`config.mk`:
```
export PLATFORM = sky130hd
export DESIGN_NAME = operand_fetch_stage
export DESIGN_NICKNAME = d
export VERILOG_FILES = /design/src/rtl/operand_fetch_stage.sv
export SDC_FILE = /design/constraint.sdc
export NUM_CORES = 1
export LEC_CHECK = 0
export BUFFER_PORTS_ARGS = -buffer_cell sky130_fd_sc_hd__buf_4
export CAP_MARGIN = 20
export CORE_MARGIN = 4
export CORE_UTILIZATION = 55
export CTS_BUF_LIST = sky130_fd_sc_hd__clkbuf_8
export CTS_CLUSTER_SIZE = 16
export DETAILED_ROUTE_END_ITERATION = 12
export PLACE_DENSITY = 0.83
export SETUP_SLACK_MARGIN = 0.15
export SYNTH_ARGS = -nofsm -noshare
export SYNTH_HDL_FRONTEND = slang
export SYNTH_SLANG_ARGS = --single-unit
```
`constraint.sdc`:
```
create_clock -name clk -period 2.4 [get_ports clk]
set_clock_uncertainty 0.05 [all_clocks]
set_input_delay 0.48 -clock clk [delete_from_list [all_inputs] [get_ports clk]]
set_output_delay 0.48 -clock clk [all_outputs]
set_load 0.005 [all_outputs]
```
`src/rtl/operand_fetch_stage.sv`:
```
// operand_fetch_stage
//   Decodes a 16-bit instruction, reads two operands from a 16 x DATA_W
//   register file (R0 hard-wired to zero, write-through bypass from the
//   writeback port), and presents a registered operand bundle to the ALU
//   through a valid/ready handshake. Also counts accepted instructions.
//
// Ports
//   clk, rst          rising-edge clock, synchronous active-high reset
//   in_valid/in_ready instruction handshake (in_ready = !out_valid || out_ready)
//   instr             [15:12] opcode, [11:8] rd, [7:4] rs1, [3:0] rs2/imm4
//   wb_en/addr/data   register file writeback port
//   out_valid/ready   operand bundle handshake toward the ALU
//   operation         ALU operation code
//   alu_op1/alu_op2   ALU operands
//   rd_addr           destination register carried to writeback
//   illegal           bundle came from an undefined opcode
//   issued_count      wrapping count of accepted instructions
module operand_fetch_stage #(
  parameter int DATA_W = 16
) (
  input  logic              clk,
  input  logic              rst,
  input  logic              in_valid,
  output logic              in_ready,
  input  logic [15:0]       instr,
  input  logic              wb_en,
  input  logic [3:0]        wb_addr,
  input  logic [DATA_W-1:0] wb_data,
  output logic              out_valid,
  input  logic              out_ready,
  output logic [3:0]        operation,
  output logic [DATA_W-1:0] alu_op1,
  output logic [DATA_W-1:0] alu_op2,
  output logic [3:0]        rd_addr,
  output logic              illegal,
  output logic [15:0]       issued_count
);

  localparam logic [3:0] OPC_NOT  = 4'b0011;
  localparam logic [3:0] OPC_ADD  = 4'b1000;
  localparam logic [3:0] OPC_ADDI = 4'b1011;
  localparam logic [3:0] OPC_ILL  = 4'b1111;

  logic [DATA_W-1:0] regs [16];

  // Register read with write-through bypass; R0 always reads as zero.
  function automatic logic [DATA_W-1:0] read_reg(
    input logic [3:0]        addr,
    input logic [DATA_W-1:0] stored,
    input logic              byp_en,
    input logic [3:0]        byp_addr,
    input logic [DATA_W-1:0] byp_data
  );
    logic [DATA_W-1:0] r;
    if (addr == 4'd0)
      r = '0;
    else if (byp_en && (byp_addr == addr))
      r = byp_data;
    else
      r = stored;
    return r;
  endfunction

  // Stage 0: decode and operand read (combinational)
  logic [3:0]        opc_p0;
  logic [3:0]        rs1_p0;
  logic [3:0]        rs2_p0;
  logic [DATA_W-1:0] rs1_val_p0;
  logic [DATA_W-1:0] rs2_val_p0;
  logic [3:0]        op_p0;
  logic [DATA_W-1:0] op1_p0;
  logic [DATA_W-1:0] op2_p0;
  logic [3:0]        rd_p0;
  logic              ill_p0;
  logic              capture;

  assign opc_p0     = instr[15:12];
  assign rs1_p0     = instr[7:4];
  assign rs2_p0     = instr[3:0];
  assign rs1_val_p0 = read_reg(rs1_p0, regs[rs1_p0], wb_en, wb_addr, wb_data);
  assign rs2_val_p0 = read_reg(rs2_p0, regs[rs2_p0], wb_en, wb_addr, wb_data);

  always_comb begin
    op_p0  = opc_p0;
    op1_p0 = rs1_val_p0;
    op2_p0 = rs2_val_p0;
    rd_p0  = instr[11:8];
    ill_p0 = 1'b0;
    if (opc_p0 == OPC_NOT) begin
      op2_p0 = '0;
    end else if (opc_p0 == OPC_ADDI) begin
      op_p0  = OPC_ADD;
      op2_p0 = {{(DATA_W-4){1'b0}}, instr[3:0]};
    end else if (opc_p0[3:2] == 2'b11) begin
      op_p0  = OPC_ILL;
      op1_p0 = '0;
      op2_p0 = '0;
      rd_p0  = 4'd0;
      ill_p0 = 1'b1;
    end
  end

  logic              vld_p1;
  logic [3:0]        op_p1;
  logic [DATA_W-1:0] op1_p1;
  logic [DATA_W-1:0] op2_p1;
  logic [3:0]        rd_p1;
  logic              ill_p1;
  logic [15:0]       cnt_p1;

  assign in_ready = !vld_p1 || out_ready;
  assign capture  = in_valid && in_ready;

  // Register file: reset wins over writeback; R0 is never written.
  always_ff @(posedge clk) begin
    if (rst) begin
      for (int i = 0; i < 16; i++) regs[i] <= '0;
    end else if (wb_en && (wb_addr != 4'd0)) begin
      regs[wb_addr] <= wb_data;
    end
  end

  // Stage 1: registered operand bundle
  always_ff @(posedge clk) begin
    if (rst) begin
      vld_p1 <= 1'b0;
      op_p1  <= 4'd0;
      op1_p1 <= '0;
      op2_p1 <= '0;
      rd_p1  <= 4'd0;
      ill_p1 <= 1'b0;
      cnt_p1 <= 16'd0;
    end else if (capture) begin
      vld_p1 <= 1'b1;
      op_p1  <= op_p0;
      op1_p1 <= op1_p0;
      op2_p1 <= op2_p0;
      rd_p1  <= rd_p0;
      ill_p1 <= ill_p0;
      cnt_p1 <= cnt_p1 + 16'd1;
    end else if (out_ready) begin
      vld_p1 <= 1'b0;
    end
  end

  assign out_valid    = vld_p1;
  assign operation    = op_p1;
  assign alu_op1      = op1_p1;
  assign alu_op2      = op2_p1;
  assign rd_addr      = rd_p1;
  assign illegal      = ill_p1;
  assign issued_count = cnt_p1;

endmodule

```
==> key figures <==
Run status
  – Outcome: complete, no violations

Route
  – Post-route ant nets: 0
  – DRT Wirelength: 43.04 mm
  – Vias: 11,000
  – Drt pass-1 iters: 5
  – Met1 wire length: 15.51 mm
  – 1st-iter DRT viols: 1,297
  – Detailed-route vias per instance: 6.368
  – Met2 WL: 20.87 mm
  – Met3 wire len: 5.086 mm
  – WL/cell: 24.92 um
  – Top Layer Used: met4
  – DRC Markers: 0

Floorplanning
  – Die width: 179.7 um
  – Die Y: 179.7 um
  – IO Count: 100
  – FP Rows: 62
  – Die area: 32,280 um^2
  – Initial core utilization: 56.17%
  – Core area: 28,860 um^2

Clocking
  – Post-CTS Setup Inserts: 0
  – CTS tree: built
  – Clock Latency Late Sink: 580 ps
  – Cts bufs inserted: 49
  – CTS H-tree lvls: 2
  – Hold_buf cts: 0
  – Root buffer cell: clkbuf_8
  – Post_cts resized: 0
  – Clk sinks: 314
  – CTS Buffer Depth: 3
  – CTS clk-pin slew, worst paths: 60 ps

GRT
  – Overflow after GRT: 0
  – Vias in the first global route: 11,360
  – Largest net degree at the start of global routing: 50
  – Initial antenna violation count: 0
  – First-pass GRT wire length: 66.17 mm
  – Gr usage total: 26.20%

Setup path
  – Critical path required time: 1870 ps
  – Crit path max fanout: 11
  – CP endpoint kind: output port
  – CP Launch Type: flop
  – CP Class: flop to output port
  – Crit path DAT: 1530 ps

Min path
  – Worst hold-check path type: input port to flop

Timing
  – Slew @ Worst Pin: 632.3 ps
  – Slew HR: 57.66%
  – Max Slew Vio Count: 0
  – Fin worst setup slack: 343.6 ps
  – Final Hold Vio Count: 0
  – Endpoints failing setup: 0
  – Tcrit/Tclk final: 85.68%
  – Fin crit period: 2056 ps
  – RSZ-0062 raised after global routing: false
  – Setup_tns: 0 ps
  – F_max: 0.4863 GHz

Placement
  – Dpl cells: 1,635
  – RePlAce Congestion: 0.9229
  – Post-DP HPWL: 30.17 mm
  – Port bufs: 99
  – Post-DP Area: 17,670 um^2
  – Pre-CTS setup slack: -18.02 ps

Final layout
  – Final non-filler cell area: 18,620 um^2
  – Nets@finish: 1,344
  – Final Core Density: 64.52%
  – Final Instance Count excl. Fillers: 1,727
  – Layout area overhead: 14.87%
  – N_diodes: 0
  – Layout cell share with drive strength beyond 1: 29.41%
  – Fill cells: 1,955
  – Commonest cells after routing, fill and taps aside: edfxtp_1, and2_1, buf_4, mux4_2, nand2_1
  – Leading cell type in the layout, fill and taps excluded: edfxtp_1

Synth
  – FFs w/ async S/R, synth: 0%
  – Dominant synthesized flop cell: edfxtp_1
  – Sequential share of the synthesized area: 54.58%
  – Number of synthesized flops with an enable pin: 256
  – Ys Warns: 0
  – Post-Syn Instances: 1,166
  – Yosys reg bits: 314
  – Mapped Avg Cell Area: 13.90 um^2
  – Unique masters post-synth: 51
  – Synth Cell Area: 16,210 um^2

Power and ir drop
  – Max VDD drop: 0.0003400 V
  – Total power per unit cell area: 660.0 nW/um^2
  – Leak: 6.851 nW

Job
  – Max-Cap Viols: 0
-- critical path, stage by stage, from the launching register on --
cell and delay [ps]:
dfxtp_1 320, or2b_2 310, buf_4 190, buf_4 140
-- cells in the mapped netlist (4+ instances only) --
cell type | n | share of area, %
buf_4 | 6 | 0.28
o21ai_0 | 15 | 0.46
clkbuf_1 | 49 | 1.1
mux4_2 | 128 | 18
buf_6 | 12 | 0.83
or3_1 | 5 | 0.19
buf_1 | 4 | 0.093
nand4_1 | 9 | 0.35
nand3_1 | 21 | 0.65
o21ai_1 | 21 | 0.65
and2_1 | 251 | 9.7
nor2b_1 | 10 | 0.39
a22oi_1 | 21 | 0.97
edfxtp_1 | 256 | 47
and2_2 | 5 | 0.23
mux2i_1 | 28 | 1.7
or2_2 | 15 | 0.58
a221o_1 | 13 | 0.80
xnor2_1 | 9 | 0.49
nor3_1 | 8 | 0.25
nor2_1 | 35 | 0.81
xor2_1 | 10 | 0.54
buf_2 | 24 | 0.74
mux2_2 | 10 | 0.69
o2111a_1 | 10 | 0.69
dfxtp_1 | 58 | 7.2
a211oi_1 | 16 | 0.74
a21oi_1 | 19 | 0.59
nand2_1 | 65 | 1.5
inv_1 | 5 | 0.12
-- flip-flops by register name, indices dropped and copies added, names as in the netlist --
signal / count
operation: 4
alu_op2: 16
rd_addr: 4
regs: 256
alu_op1: 16
issued_count: 16
illegal: 1
out_valid: 1
-- worst paths after layout --
check,startpoint,endpoint,slack (ps),cells past startpoint
max,out_valid,in_ready,340,3
min,instr[8],rd_addr[0],140,3
max reg2reg,out_valid,alu_op1[10],390,7
min reg2reg,alu_op1[9],alu_op1[9],400,2
-- through the flow --
stage | total power, W | hold slack, ps
after floorplan | 0.007403 | 394.8
after global placement | 0.007954 | 390.3
after detailed placement | 0.008025 | 391.0
after CTS | 0.01229 | 119.0
after global routing | 0.01269 | 132.8
final | 0.01229 | 136.5
-- layout make-up --
type                            count  area (um^2)  share of cell area, %
Clock buffer                       57        784.5                  4.213
Multi-Input combinational cell    766         6885                  36.98
Clock inverter                     35        168.9                 0.9071
Tap cell                          384        480.5                  2.580
Timing Repair Buffer              166         1434                  7.701
Sequential cell                   314         8848                  47.52
Inverter                            5        18.77                 0.1008
-- cells by family (layout without fill, tap and decap cells) --
group | after synthesis | count (layout) | synth area share, %
mux | 166 | 166 | 20.21
simple gates | 444 | 444 | 15.63
buf+inv | 101 | 263 | 3.288
other cells | 1 | 16 | 0.02313
fa+ha+maj | 1 | 1 | 0.07717
xor+xnor | 19 | 19 | 1.027
flops | 314 | 314 | 54.58
compound gates | 120 | 120 | 5.164
-- power breakdown --
group,switching [W],internal [W]
logic,0.000798,0.000761
clock network,0.00207,0.00227
registers,0.000183,0.00620
-- layer usage --
metal  vias up  global-route usage [%]
li1       4691                       -
met1      5419                   34.05
met2       764                   42.54
met3       123                   6.548
met4         0                   11.00
met5         -                       0
No activity file was read; power rests on OpenSTA's default activity.
